**src/rtl/sub_serial_8.sv**
```systemverilog
// Bit-serial subtractor: diff = a - b - b_in, one bit per clock, LSB first.
// Operands are captured on an accepted start; diff/b_out update only on completion.
module sub_serial_8 #(
    parameter int WIDTH = 8
) (
    input  logic             clk,
    input  logic             rst,
    input  logic             start,
    input  logic [WIDTH-1:0] a,
    input  logic [WIDTH-1:0] b,
    input  logic             b_in,
    output logic             busy,
    output logic             done,
    output logic [WIDTH-1:0] diff,
    output logic             b_out
);

    localparam int CW = $clog2(WIDTH);

    typedef enum logic [1:0] {
        IDLE  = 2'd0,
        SHIFT = 2'd1,
        DONE  = 2'd2
    } state_t;

    state_t           state;
    logic [WIDTH-1:0] a_sr;
    logic [WIDTH-1:0] b_sr;
    logic [WIDTH-1:0] r_sr;
    logic             br;
    logic [CW-1:0]    cnt;

    function automatic logic diff_bit(input logic ai, input logic bi, input logic bri);
        return ai ^ bi ^ bri;
    endfunction

    function automatic logic borrow_next(input logic ai, input logic bi, input logic bri);
        return (~ai & bi) | (~(ai ^ bi) & bri);
    endfunction

    logic             d_bit;
    logic             br_nxt;
    logic [WIDTH-1:0] r_nxt;

    always_comb begin
        d_bit  = diff_bit(a_sr[0], b_sr[0], br);
        br_nxt = borrow_next(a_sr[0], b_sr[0], br);
        r_nxt  = {d_bit, r_sr[WIDTH-1:1]};
    end

    always_ff @(posedge clk) begin
        if (rst) begin
            state <= IDLE;
            busy  <= 1'b0;
            done  <= 1'b0;
            diff  <= '0;
            b_out <= 1'b0;
            a_sr  <= '0;
            b_sr  <= '0;
            r_sr  <= '0;
            br    <= 1'b0;
            cnt   <= '0;
        end else begin
            case (state)
                IDLE, DONE: begin
                    // DONE behaves like IDLE so a start on the done cycle chains with no gap
                    done <= 1'b0;
                    if (start) begin
                        a_sr  <= a;
                        b_sr  <= b;
                        br    <= b_in;
                        cnt   <= '0;
                        busy  <= 1'b1;
                        state <= SHIFT;
                    end else begin
                        state <= IDLE;
                    end
                end
                SHIFT: begin
                    a_sr <= a_sr >> 1;
                    b_sr <= b_sr >> 1;
                    r_sr <= r_nxt;
                    br   <= br_nxt;
                    cnt  <= cnt + 1'b1;
                    if (cnt == CW'(WIDTH - 1)) begin
                        diff  <= r_nxt;
                        b_out <= br_nxt;
                        busy  <= 1'b0;
                        done  <= 1'b1;
                        state <= DONE;
                    end
                end
                default: begin
                    state <= IDLE;
                    busy  <= 1'b0;
                    done  <= 1'b0;
                end
            endcase
        end
    end

endmodule

```
**config.mk**
```make
export PLATFORM = sky130hd
export DESIGN_NAME = sub_serial_8
export DESIGN_NICKNAME = d
export VERILOG_FILES = /design/src/rtl/sub_serial_8.sv
export SDC_FILE = /design/constraint.sdc
export NUM_CORES = 1
export LEC_CHECK = 0
export CAP_MARGIN = 20
export CORE_AREA = 4 4 65 67
export DETAILED_ROUTE_END_ITERATION = 8
export DIE_AREA = 0 0 69 71
export PLACE_DENSITY = 0.72
export SETUP_SLACK_MARGIN = 0.15
export SLEW_MARGIN = 15
export SYNTH_ARGS = -nofsm -noshare
export SYNTH_HDL_FRONTEND = slang
export SYNTH_SLANG_ARGS = --single-unit
```
**constraint.sdc**
```tcl
create_clock -name clk -period 1.3 [get_ports clk]
set_clock_uncertainty 0.2 [all_clocks]
set_input_delay 0.26 -clock clk [delete_from_list [all_inputs] [get_ports clk]]
set_output_delay 0.26 -clock clk [all_outputs]
set_load 0.005 [all_outputs]
```
* Word-level counts from Yosys, hierarchy flattened *
Cells that the tools add are included.

word-level totals
  register bits = 41
  output and inout port bits = 11
  word-level logic and storage cells = 45
  input port bits = 20

cells by class
  $add $sub $neg = 1
  reduce and logical (&&, ||, !) cells = 7
  equal/unequal tests = 5
  mux-type cells = 14
  bitwise gates (word level) = 8

operators with widths
  cell                                                  count
  case mux 8 bit (2 select lines)                       2
  2-to-1 mux 8 bit                                      2
  case mux 3 bit (2 select lines)                       1
  AND reduction 2 bit                                   3
  2-to-1 mux 1 bit                                      4
  != test 2 bit (second input constant)                 2
  case mux 1 bit (2 select lines)                       2
  case mux 2 bit (2 select lines)                       1
  OR reduction 2 bit                                    2
  adder 3 x 1 -> 3 bit (second input constant)          1
  equality test 3 bit (second input constant)           1
  2-to-1 mux 3 bit                                      1
  inverter 1 bit                                        3
  bitwise AND 1 bit                                     2
  equality test 2 x 1 -> 1 bit (second input constant)  1
  equality test 2 bit (second input constant)           1
  zero test 2 bit                                       1
  2-to-1 mux 2 bit                                      1
  nonzero test 2 bit                                    1
  bitwise XOR 1 bit                                     2
  bitwise OR 1 bit                                      1

* Depth between registers and ports, before layout *
Gate-level depths: netlist of the first run.

  depth after elaboration = 5
  gate-level depth with buffers = 5
  gate-level depth less buffers = 5

* Worst setup path before layout of the first run *
OpenSTA, ideal clock, no wires.

  kind = reg-to-reg
  from = register cnt[0]
  to = register diff[0]
  buffers on the path = 1
  setup slack = -0.123 ns
  data arrival time = 1.153 ns
  cell stages (with the launch flop) = 6
  data required time = 1.029 ns
  period minus slack after synthesis = 1.423 ns
  library setup time = 0.071 ns
  cell sequence = dfxtp_1 > ha_1 > ha_1 > clkbuf_1 > nand3_1 > a21oi_1

between the ends
  cells in the longest elaborated chain, start to end = 2

ends and longest elaborated chain
  element                               line  source
  start, declared                       31    logic [CW-1:0] cnt;
  start signal, assigned                84    cnt <= cnt + 1'b1;
  equality test 3 bit                   85    if (cnt == CW'(WIDTH - 1)) begin
  AND reduction 2 bit (no source line)  n/a
  end signal, assigned                  86    diff <= r_nxt;
  end, declared                         14    output logic [WIDTH-1:0] diff,

Every way passes these cells.
A chain may end at the register's enable or synchronous reset.

* Worst setup path after layout of the first run *
  from = register br
  to = register r_sr[7]

between the ends
  cells in the longest elaborated chain, start to end = 1

ends and longest elaborated chain
  element                 line  source
  start, declared         30    logic br;
  start signal, assigned  71    br <= b_in;
  start signal, assigned  83    br <= br_nxt;
  bitwise XOR 1 bit       34    return ai ^ bi ^ bri;
  net d_bit               41    logic d_bit;
  end signal, assigned    82    r_sr <= r_nxt;
  end, declared           29    logic [WIDTH-1:0] r_sr;

The timed path passes the listed nets, and every way through them passes these cells.

==> results of run 1 <==
layout by cell type, fill, tap and decap left out, types with 4 or more instances in the layout:
master,synthesis,final
nand2_1,55,41
a21oi_1,23,22
dfxtp_1,40,22
clkdlybuf4s50_1,0,18
nor2_1,18,17
dfxtp_2,0,17
nand2_2,0,12
buf_6,2,11
nand3_1,14,10
buf_4,6,10
a311oi_2,0,8
a311oi_1,15,7
clkbuf_8,0,5
buf_2,3,5
nand3_2,0,4
buf_12,0,4
report_power, final:
part           internal [mW]  total [mW]  leakage [nW]  switching (mW)
logic                  0.252       0.472         0.548           0.219
clock network          0.568        1.02        0.0541           0.449
registers               1.29        1.34         0.335          0.0482
total                   2.11        2.83         0.937           0.716
per-layer routing:
metal,GRT usage [%],up-vias,wire length [um]
li1,-,754,-
met2,26.6,28,1790
met5,0,-,0
met4,7.81,0,87
met3,5.54,8,173
met1,21.6,689,1830
stage by stage:
stage | area, sq um | std cells | hold slack (ns) | worst slack, ns | total power, mW
2_1_floorplan | 1690 | 196 | 0.196 | 0.00534 | 1.58
3_3_place_gp | 2070 | 272 | 0.245 | -0.420 | 1.70
3_5_place_dp | 2070 | 272 | 0.250 | -0.479 | 1.71
4_1_cts | 2320 | 286 | 0.204 | -0.0541 | 2.79
5_1_grt | 2450 | 288 | 0.270 | -0.120 | 2.94
6_report | 2450 | 288 | 0.214 | -0.0691 | 2.83
registers in the layout (all words and copies together), names as in the netlist, 2 cells and up:
signal  cells
r_sr        7
state       2
b_sr        8
diff        8
a_sr        8
cnt         3
path summary, 6_finish.rpt:
kind	start	end	slack, ns	cells after the start
worst max-delay path	br$_SDFFE_PP0P_	r_sr[7]$_SDFFE_PP0P_	-0.07	4
worst min-delay path	start	busy$_SDFFE_PP0P_	0.21	3
worst max register to register	br$_SDFFE_PP0P_	r_sr[7]$_SDFFE_PP0P_	-0.07	4
worst min register to register	diff[3]$_SDFFE_PP0P_	diff[3]$_SDFFE_PP0P_	0.26	2
cell families (layout without fill, tap and decap cells):
family | Yosys count | after routing | synth area share [%]
adder cells (fa/ha/maj) | 3 | 3 | 2.79
AO/OA/AOI/OAI | 41 | 41 | 16.7
flip-flops | 40 | 40 | 49.6
buffers and inverters | 18 | 62 | 6.74
AND/OR/NAND/NOR | 94 | 94 | 24.2
final cells by class:
class | instances | share of cell area, %
well taps | 48 | 2.45
inverters | 2 | 0.306
clock inverters | 3 | 1.73
clock buffers | 5 | 2.80
multi-input cells | 138 | 35.7
repair buffers | 52 | 23.3
flip-flops and latches | 40 | 33.6
critical path, cell delays in order (launching register included):
cell and delay [ns]:
dfxtp_2 0.34, inv_2 0.04, fa_1 0.53, nand2_1 0.06, a21oi_1 0.13
timing repair:
item / CTS / global route
buffers inserted: 3 / 1
gates cloned: 3 / 1
gates resized for setup: 89 / 20
endpoints found under the setup margin: 51 / 51
endpoints found under the hold margin: 0 / 0
pin swaps: 8 / 6
==> flow_metrics.env, run 1 <==
export IMPL_coreArea_sq_um=3630
export IMPL_setup_viol=27
export IMPL_grt_pass1_vias=1461
export IMPL_vias=1479
export IMPL_grt_overflow_total=0
export IMPL_tns_ns=-0.680
export IMPL_grt_max_degree=41
export IMPL_wirelength_um=3880
export IMPL_drtIter0Drc=94
export IMPL_synth_cells=196
export IMPL_diodes=0
export IMPL_async_flop_share_pct=0
export IMPL_peakVddDrop_mv=0.655
export IMPL_yosysWarnings=0
export IMPL_worstMarginPinSlew_ns=0.222
export IMPL_path_max_fanout=2
export IMPL_port_buffers=30
export IMPL_synth_common_cells="nand2_1 (55), dfxtp_1 (40), a21oi_1 (23)"
export IMPL_cts_buffer_depth=2
export IMPL_design_die_area_sq_um=4900
export IMPL_initial_utilization_pct=44.5
export IMPL_p_per_area_nw_per_um2=1150
export IMPL_critPathKind="reg -> reg"
export IMPL_fin_crit_ns=1.37
export IMPL_max_cap_violations=0
export IMPL_syn_area_sq_um=1620
export IMPL_synth_most_common_cell="nand2_1"
export IMPL_drive_above_1_share_pct=39.2
export IMPL_drc=0
export IMPL_ys_flop_type="dfxtp_1"
export IMPL_drt_pass1_iterations=4
export IMPL_setup_slack_ns=-0.0691
export IMPL_cts_buffers=5
export IMPL_synth_top_area_share_pct=49.6
export IMPL_leakagePower_nw=0.937
export IMPL_routabilityCongestion=0.762
export IMPL_antenna_found_initial=0
export IMPL_ys_seq_elements=40
export IMPL_die_w_um=69
export IMPL_ys_types=22
export IMPL_fmax_ghz=0.730
export IMPL_finalMaxSlewViolations=0
export IMPL_ys_seq_area_share_pct=49.6
export IMPL_period_share_pct=105
export IMPL_grt_use_total_pct=17.1
export IMPL_synth_fp_nets=219
export IMPL_via_per_inst=5.14
export IMPL_cts_root_buf="clkbuf_8"
export IMPL_grt_pass1_wl_um=6720
export IMPL_cts_hold_buf=0
export IMPL_cp_arrival_ns=1.39
export IMPL_clk_latency_ns=0.29
export IMPL_regArea_sq_um=826
export IMPL_io_pins=31
export IMPL_nets=262
export IMPL_core_rowCount=22
export IMPL_yosys_area_top_type="dfxtp_1"
export IMPL_outcome="complete, but fails checks"
export IMPL_max_slew_margin_pct=85.1
export IMPL_violations="setup timing"
export IMPL_htree_levels=2
export IMPL_finalHoldViolations=0
export IMPL_multi_input_area_sq_um=877
export IMPL_die_h_um=71
export IMPL_syn_area_per_cell_sq_um=8.24
export IMPL_synth_area_leaders="dfxtp_1 (50%), nand2_1 (13%), a311oi_1 (8.1%), a21oi_1 (7.1%), nand3_1 (4.3%)"
export IMPL_post_drt_wl_per_cell_um=13.5
export IMPL_cts_sinks=40
export IMPL_crit_required_ns=1.32
export IMPL_fill_cells=292
export IMPL_ant_nets=0
export IMPL_hp_class="in -> reg"
export IMPL_cts_tree="yes"
export IMPL_critPathLaunchType="register"
export IMPL_area_growth_pct=52.0
export IMPL_rsz0062_at_grt="yes"
export IMPL_endpoint_kind="register"
export IMPL_clkTransAtPathRegs_ns=0.08
export IMPL_hpwlAfterDp_um=2220
export IMPL_fin_util_pct=67.6
export IMPL_synth_edf_count=0
Power figures use the tool's default switching activity.
==> run 2, diff against run 1 <==
CTS_CLUSTER_SIZE = 14   (was default)
==> results of run 2 <==
No change in the layout: final DEF, timing and power equal those of run 1.
==> run 3, diff against run 2 <==
CTS_CLUSTER_DIAMETER = 200   (was default)
==> results of run 3 <==
No change in the layout: final DEF, timing and power equal those of run 1.
